File: src/rtl/boot_copy_init.sv
// boot_copy_init: start-up copier moving 64-bit words from a boot ROM port to a RAM port, one request at a time.
// Optional build macro BOOT_COPY_CHECKSUM_EN adds a running XOR of the words read on the checksum port.
package boot_copy_pkg;
    localparam int MEM_ADDR_W = 32;

    typedef struct packed {
        logic                  mem_valid;
        logic                  mem_instr;
        logic [MEM_ADDR_W-1:0] mem_addr;
        logic [63:0]           mem_wdata;
        logic [7:0]            mem_wstrb;
    } mem_in_type;

    typedef struct packed {
        logic [63:0] mem_rdata;
        logic        mem_ready;
        logic        mem_error;
    } mem_out_type;
endpackage

module boot_copy_init
    import boot_copy_pkg::*;
#(
    parameter int CNT_W   = 16,
    parameter int TIMEOUT = 255
) (
    input  logic                  clock,
    input  logic                  reset,
    input  logic                  start,
    input  logic [MEM_ADDR_W-1:0] src_base,
    input  logic [MEM_ADDR_W-1:0] dst_base,
    input  logic [CNT_W-1:0]      count,
    output logic                  busy,
    output logic                  done,
    output logic                  error,
    output logic [MEM_ADDR_W-1:0] err_addr,
    output logic [63:0]           checksum,
    output mem_in_type            src_in,
    input  mem_out_type           src_out,
    output mem_in_type            dst_in,
    input  mem_out_type           dst_out
);

    localparam int TMR_W = (TIMEOUT < 2) ? 1 : $clog2(TIMEOUT + 1);

    typedef enum logic [2:0] {
        IDLE,
        RD_REQ,
        RD_WAIT,
        WR_REQ,
        WR_WAIT,
        ERR
    } state_t;

    state_t                state;
    state_t                next_state;
    logic [MEM_ADDR_W-1:0] src_q;
    logic [MEM_ADDR_W-1:0] dst_q;
    logic [CNT_W-1:0]      cnt_q;
    logic [CNT_W-1:0]      idx_q;
    logic [63:0]           data_q;
    logic [TMR_W-1:0]      timer_q;
    logic                  err_q;
    logic [MEM_ADDR_W-1:0] err_addr_q;
    logic                  zero_done_q;

    logic                  accept;
    logic                  last_word;
    logic                  timed_out;
    logic [MEM_ADDR_W-1:0] rd_addr;
    logic [MEM_ADDR_W-1:0] wr_addr;
    logic                  set_err;
    logic [MEM_ADDR_W-1:0] err_addr_nxt;
    logic                  capture;
    logic                  advance;
    logic                  copy_done;
    logic                  unused_dst_rdata;

    assign accept    = start && ((state == IDLE) || (state == ERR));
    assign last_word = (idx_q == (cnt_q - CNT_W'(1)));
    assign timed_out = (timer_q == TMR_W'(TIMEOUT - 1));
    assign rd_addr   = src_q + (MEM_ADDR_W'(idx_q) << 3);
    assign wr_addr   = dst_q + (MEM_ADDR_W'(idx_q) << 3);

    assign done     = copy_done | zero_done_q;
    assign error    = err_q;
    assign err_addr = err_addr_q;

    assign unused_dst_rdata = ^dst_out.mem_rdata;

    always_ff @(posedge clock or negedge reset) begin
        if (!reset) begin
            state <= IDLE;
        end else begin
            state <= next_state;
        end
    end

    always_comb begin
        next_state   = state;
        busy         = 1'b0;
        src_in       = '0;
        dst_in       = '0;
        set_err      = 1'b0;
        err_addr_nxt = '0;
        capture      = 1'b0;
        advance      = 1'b0;
        copy_done    = 1'b0;
        case (state)
            IDLE, ERR: begin
                if (start) begin
                    next_state = (count != '0) ? RD_REQ : IDLE;
                end
            end
            RD_REQ: begin
                busy             = 1'b1;
                src_in.mem_valid = 1'b1;
                src_in.mem_addr  = rd_addr;
                next_state       = RD_WAIT;
            end
            RD_WAIT: begin
                busy = 1'b1;
                if (src_out.mem_ready) begin
                    if (src_out.mem_error) begin
                        set_err      = 1'b1;
                        err_addr_nxt = rd_addr;
                        next_state   = ERR;
                    end else begin
                        capture    = 1'b1;
                        next_state = WR_REQ;
                    end
                end else if (timed_out) begin
                    set_err      = 1'b1;
                    err_addr_nxt = rd_addr;
                    next_state   = ERR;
                end
            end
            WR_REQ: begin
                busy             = 1'b1;
                dst_in.mem_valid = 1'b1;
                dst_in.mem_addr  = wr_addr;
                dst_in.mem_wdata = data_q;
                dst_in.mem_wstrb = 8'hFF;
                next_state       = WR_WAIT;
            end
            WR_WAIT: begin
                busy = 1'b1;
                if (dst_out.mem_ready) begin
                    if (dst_out.mem_error) begin
                        set_err      = 1'b1;
                        err_addr_nxt = wr_addr;
                        next_state   = ERR;
                    end else if (last_word) begin
                        copy_done  = 1'b1;
                        next_state = IDLE;
                    end else begin
                        advance    = 1'b1;
                        next_state = RD_REQ;
                    end
                end else if (timed_out) begin
                    set_err      = 1'b1;
                    err_addr_nxt = wr_addr;
                    next_state   = ERR;
                end
            end
            default: next_state = IDLE;
        endcase
    end

    // The wait timer only runs inside a wait state, so it is zero on every entry.
    always_ff @(posedge clock or negedge reset) begin
        if (!reset) begin
            src_q       <= '0;
            dst_q       <= '0;
            cnt_q       <= '0;
            idx_q       <= '0;
            data_q      <= '0;
            timer_q     <= '0;
            err_q       <= 1'b0;
            err_addr_q  <= '0;
            zero_done_q <= 1'b0;
        end else begin
            zero_done_q <= accept && (count == '0);
            if (accept) begin
                src_q <= src_base;
                dst_q <= dst_base;
                cnt_q <= count;
                idx_q <= '0;
                err_q <= 1'b0;
            end
            if (capture) begin
                data_q <= src_out.mem_rdata;
            end
            if (advance) begin
                idx_q <= idx_q + CNT_W'(1);
            end
            if (set_err) begin
                err_q      <= 1'b1;
                err_addr_q <= err_addr_nxt;
            end
            if ((state == RD_WAIT) || (state == WR_WAIT)) begin
                timer_q <= timer_q + TMR_W'(1);
            end else begin
                timer_q <= '0;
            end
        end
    end

`ifdef BOOT_COPY_CHECKSUM_EN
    logic [63:0] checksum_q;

    always_ff @(posedge clock or negedge reset) begin
        if (!reset) begin
            checksum_q <= '0;
        end else if (accept) begin
            checksum_q <= '0;
        end else if (capture) begin
            checksum_q <= checksum_q ^ src_out.mem_rdata;
        end
    end

    assign checksum = checksum_q;
`else
    assign checksum = 64'h0;
`endif

endmodule

File: config.mk
export PLATFORM = sky130hd
export DESIGN_NAME = boot_copy_init
export DESIGN_NICKNAME = d
export VERILOG_FILES = /design/src/rtl/boot_copy_init.sv
export SDC_FILE = /design/constraint.sdc
export NUM_CORES = 1
export LEC_CHECK = 0
export CAP_MARGIN = 30
export CORE_AREA = 2 2 205 207
export DETAILED_ROUTE_END_ITERATION = 8
export DIE_AREA = 0 0 207 209
export REMOVE_ABC_BUFFERS = 1
export SKIP_LAST_GASP = 1
export SYNTH_ARGS = -nofsm -noshare
export SYNTH_HDL_FRONTEND = slang
export SYNTH_SLANG_ARGS = --single-unit
export TNS_END_PERCENT = 30
File: constraint.sdc
create_clock -name clock -period 4.1 [get_ports clock]
set_input_delay 0.615 -clock clock [delete_from_list [all_inputs] [get_ports clock]]
set_output_delay 0.615 -clock clock [all_outputs]
set_load 0.02 [all_outputs]
==> results.md <==
* 39,900 um — Total Routed Length
* 1,420 — synthesized netlist cell count
* 2 — number of cells on the worst hold path
* yes — unrepaired setup endpoints after global routing
* 12,600 um2 — cell area after technology mapping
* 0.865 — RD Place Congestion
* -0.138 ns — Post-Place Worst Slack
* 1 — H-tree level count
* 0 — number of enable-type register cells in the synthesized netlist
* 30,100 um — estimated wirelength of the detail-placed design
* 102% — Final period util
* 612 — drt initial violations
* dfrtp_1 — cell type of the slowest stage on the worst timing path
* complete, but fails checks — run status
* 0.0114 ns — final setup skew
* 4.74 — Avg Vias per Cell
* 3.48 ns — CP Data Required Time
* 3 — final count of negative-setup-slack endpoints
* 5.92% — xor-xnor portion of the synthesized cell area
* 0 — total gr overflow
* register — Critical Path Start Type
* dfrtp_1 — cell type with the largest total area after synthesis
* 60,800 um — wire length of the first global-routing pass
* 22.7% — synthesized-area fraction occupied by and/or/nand/nor cells
* 610 nW/um2 — total power per unit cell area
* 8.89% — compound-cell area share of the yosys netlist
* 0 — final antenna-violating net count
* 0 — n_diodes
* 0.898 ns — Worst Max-Slew Pin Slew
* 3 — buffers from clock root to sink, at most
* simple AND/OR/NAND/NOR gates — combinational family with the most area after synthesis
* negative setup slack — violated checks
* 25 — clock buffer count from CTS
* 205 — CTS sink count
* 40.0% — relative max-transition margin
* 323 — buffers added on ports
* nand2_1 — library cell with the highest instance count after synthesis
* 0 — number of antenna violations at the first check in global routing
* 239 MHz — upper clock frequency limit
* 0 — number of max-cap violations
* 5 — number of iterations in the first detailed-routing pass
* 114 — maximum number of pins on one net before global-route repair
* 11,000 — total vias in the final route
* 8.85 um2 — Avg Cell Area, Syn
* 3.90% — Adder-Cell Fraction of Synth Area
* 0 — count of synthesis-stage warnings from yosys
* ha_1 > fa_2 > a211oi_2 > buf_4 > nor3_2 > o21ai_1 > o22a_1 > o31a_1 > buf_4 > nor3_1 > xnor2_1 > nor2_1 > dlygate4sd2_1 — cell chain of the critical path
* buf_4 — most numerous cell on the critical path
* 0 — number of hold-slack violations in the final timing report
* 37.4% — area added between synthesis and finish
* output pin — kind of capture point of the worst setup path
* register to register — worst min-delay path category
* 13.3% — layout cell share with drive strength beyond 1
* 100% — proportion of register bits with asynchronous set or reset after synthesis
* 0 — Slew Viols, Final
* 13 — Levels on crit path
* 2,016 — Layout Nets
* 8.35 nW — Leakage
* 16,200 um2 — placed standard-cell area
* 526 — # IOs
* 207 um — Chip Width
* 40.8% — area share of the leading cell type in the synthesized netlist
* 0.06 ns — clock transition at the register clock pins on the worst setup and hold paths after CTS
* 6 — maximum fanout encountered on the critical timing path
* 17.7% — global routing usage summed across all routing layers
* dfrtp_1 41%, nand2_1 9.3%, buf_4 8.7% — Area contributors post-synth
* 11 — Worst Reg2Reg Path Length in Cells
* 0.38 ns — max incr delay on CP
* 40.8% — share of synthesized area occupied by flip-flops and latches
* -0.0798 ns — slack of the critical path
* 17.2 um — WL/cell
* 30.4% — Initial Utilization
* 41,300 um2 — floorplan core area
* 43,300 um2 — die footprint
* 10,600 — number of global-route vias before repair
* 0.55 ns — clock latency on the worst-skew pair
* register to output pin — worst setup path category
* 0.351 mV — maximum vdd drop
* done — TritonCTS clock tree
* 205 — flop and latch count out of synthesis
* 3 — worst path bufs/invs
* 75 — count of standard-cell rows
* 4.18 ns — time the worst path needs with I/O delays and setup
* 3.56 ns — Arrival @ worst endpoint
* 311 x nand2_1, 205 x dfrtp_1, 146 x buf_4 — most numerous cell types in the synthesized netlist
* 6.31% — fraction of synthesized area in multiplexers
* 17,300 um2 — final non-filler cell area
* 64 — Synth cell types
* 0 — number of design rule violations left after detail routing
* dfrtp_1 — commonest register cell after synthesis
* compound AO/OA/AOI/OAI gates — family with the most delay on the worst path
* clkbuf_16 — clock tree root driver cell
* 209 um — height of the chip
[worst register-to-register path, stage by stage (launching register included)]
cell     delay, ns
dfrtp_1       0.43
inv_1         0.10
ha_1          0.21
or4b_4        0.52
nor4_4        0.23
mux2_1        0.35
mux2i_1       0.13
a21oi_1       0.10
and4_1        0.19
buf_4         0.19
nor2_2        0.36
mux2i_1       0.29
[routing by layer]
layer	vias up	GRT usage, %	routed length (um)
met1	5319	23.0	17000
met5	-	0	0
met4	0	6.08	1120
met2	368	29.9	19500
met3	60	2.93	2190
li1	5230	-	-
[registers in the layout (all words and copies together), names as in the netlist, 3 cells and up]
name	flops
state	3
src_q	32
dst_q	32
idx_q	16
timer_q	8
err_addr	32
data_q	64
cnt_q	16
[placed cells by master, fill, tap and decap left out, types with 18 or more instances in the layout]
cell type,count
a21o_1,21
a21oi_1,34
and3_1,86
buf_4,67
clkbuf_16,25
clkdlybuf4s50_1,288
conb_1,138
dfrtp_1,204
ha_1,32
mux2_2,65
nand2_1,311
nand3_1,39
nor2_1,105
o21ai_0,19
o221ai_1,25
or3_1,18
xnor2_1,42
xor2_1,33
[stage by stage]
stage	hold WS [ns]	TNS [ns]	power [mW]	instances	util (%)
detailed placement	0.468	-0.702	8.37	2265	39.2
global route	0.508	-2.67	11.3	2317	41.8
CTS	0.251	-2.81	10.6	2312	41.5
finish	0.475	-0.132	10.5	2317	41.8
global placement	0.460	-1.00	8.26	2264	39.1
floorplan	0.319	-121.81	6.23	1339	-
[path summary, 6_finish.rpt]
path	start	to	slack, ns
min in group asynchronous	reset	timer_q[5]$_DFF_PN0_	0.52
setup / recovery	dst_q[3]$_DFFE_PN0P_	dst_in[101]	-0.08
hold reg to reg	error$_DFFE_PN0P_	error$_DFFE_PN0P_	0.48
hold / removal	error$_DFFE_PN0P_	error$_DFFE_PN0P_	0.48
setup reg to reg	cnt_q[0]$_DFFE_PN0P_	idx_q[1]$_DFFE_PN0P_	0.89
max in group asynchronous	reset	src_q[19]$_DFFE_PN0P_	2.57
[cell families after synthesis]
logic type               Yosys count
multiplexers                      71
AND/OR/NAND/NOR                  627
XOR/XNOR                          85
buffers and inverters            232
other                              1
adder cells (fa/ha/maj)           38
AO/OA/AOI/OAI                    161
flip-flops                       205
[layout make-up]
class / instances / area [um2]
clock buffers: 33 / 696
clock inverters: 9 / 66.3
fillers: 4095 / 24000
inverters: 14 / 52.6
multi-input cells: 1120 / 6790
flip-flops and latches: 205 / 5130
well taps: 539 / 674
repair buffers: 397 / 3870
[power breakdown]
part,internal (mW),switching (mW)
sequential,2.88,0.704
combinational,2.13,2.73
clock,1.19,0.903
[what timing repair did]
item | 4_1_cts | 5_1_grt
resized for setup | 81 | 33
buffers inserted | 6 | 3
cloned | 0 | 0
setup endpoints to repair | 39 | 37
hold buffers | 0 | 1
endpoints found under the hold margin | 0 | 28
pin swaps | 16 | 8
No activity file was read; power rests on OpenSTA's default activity.
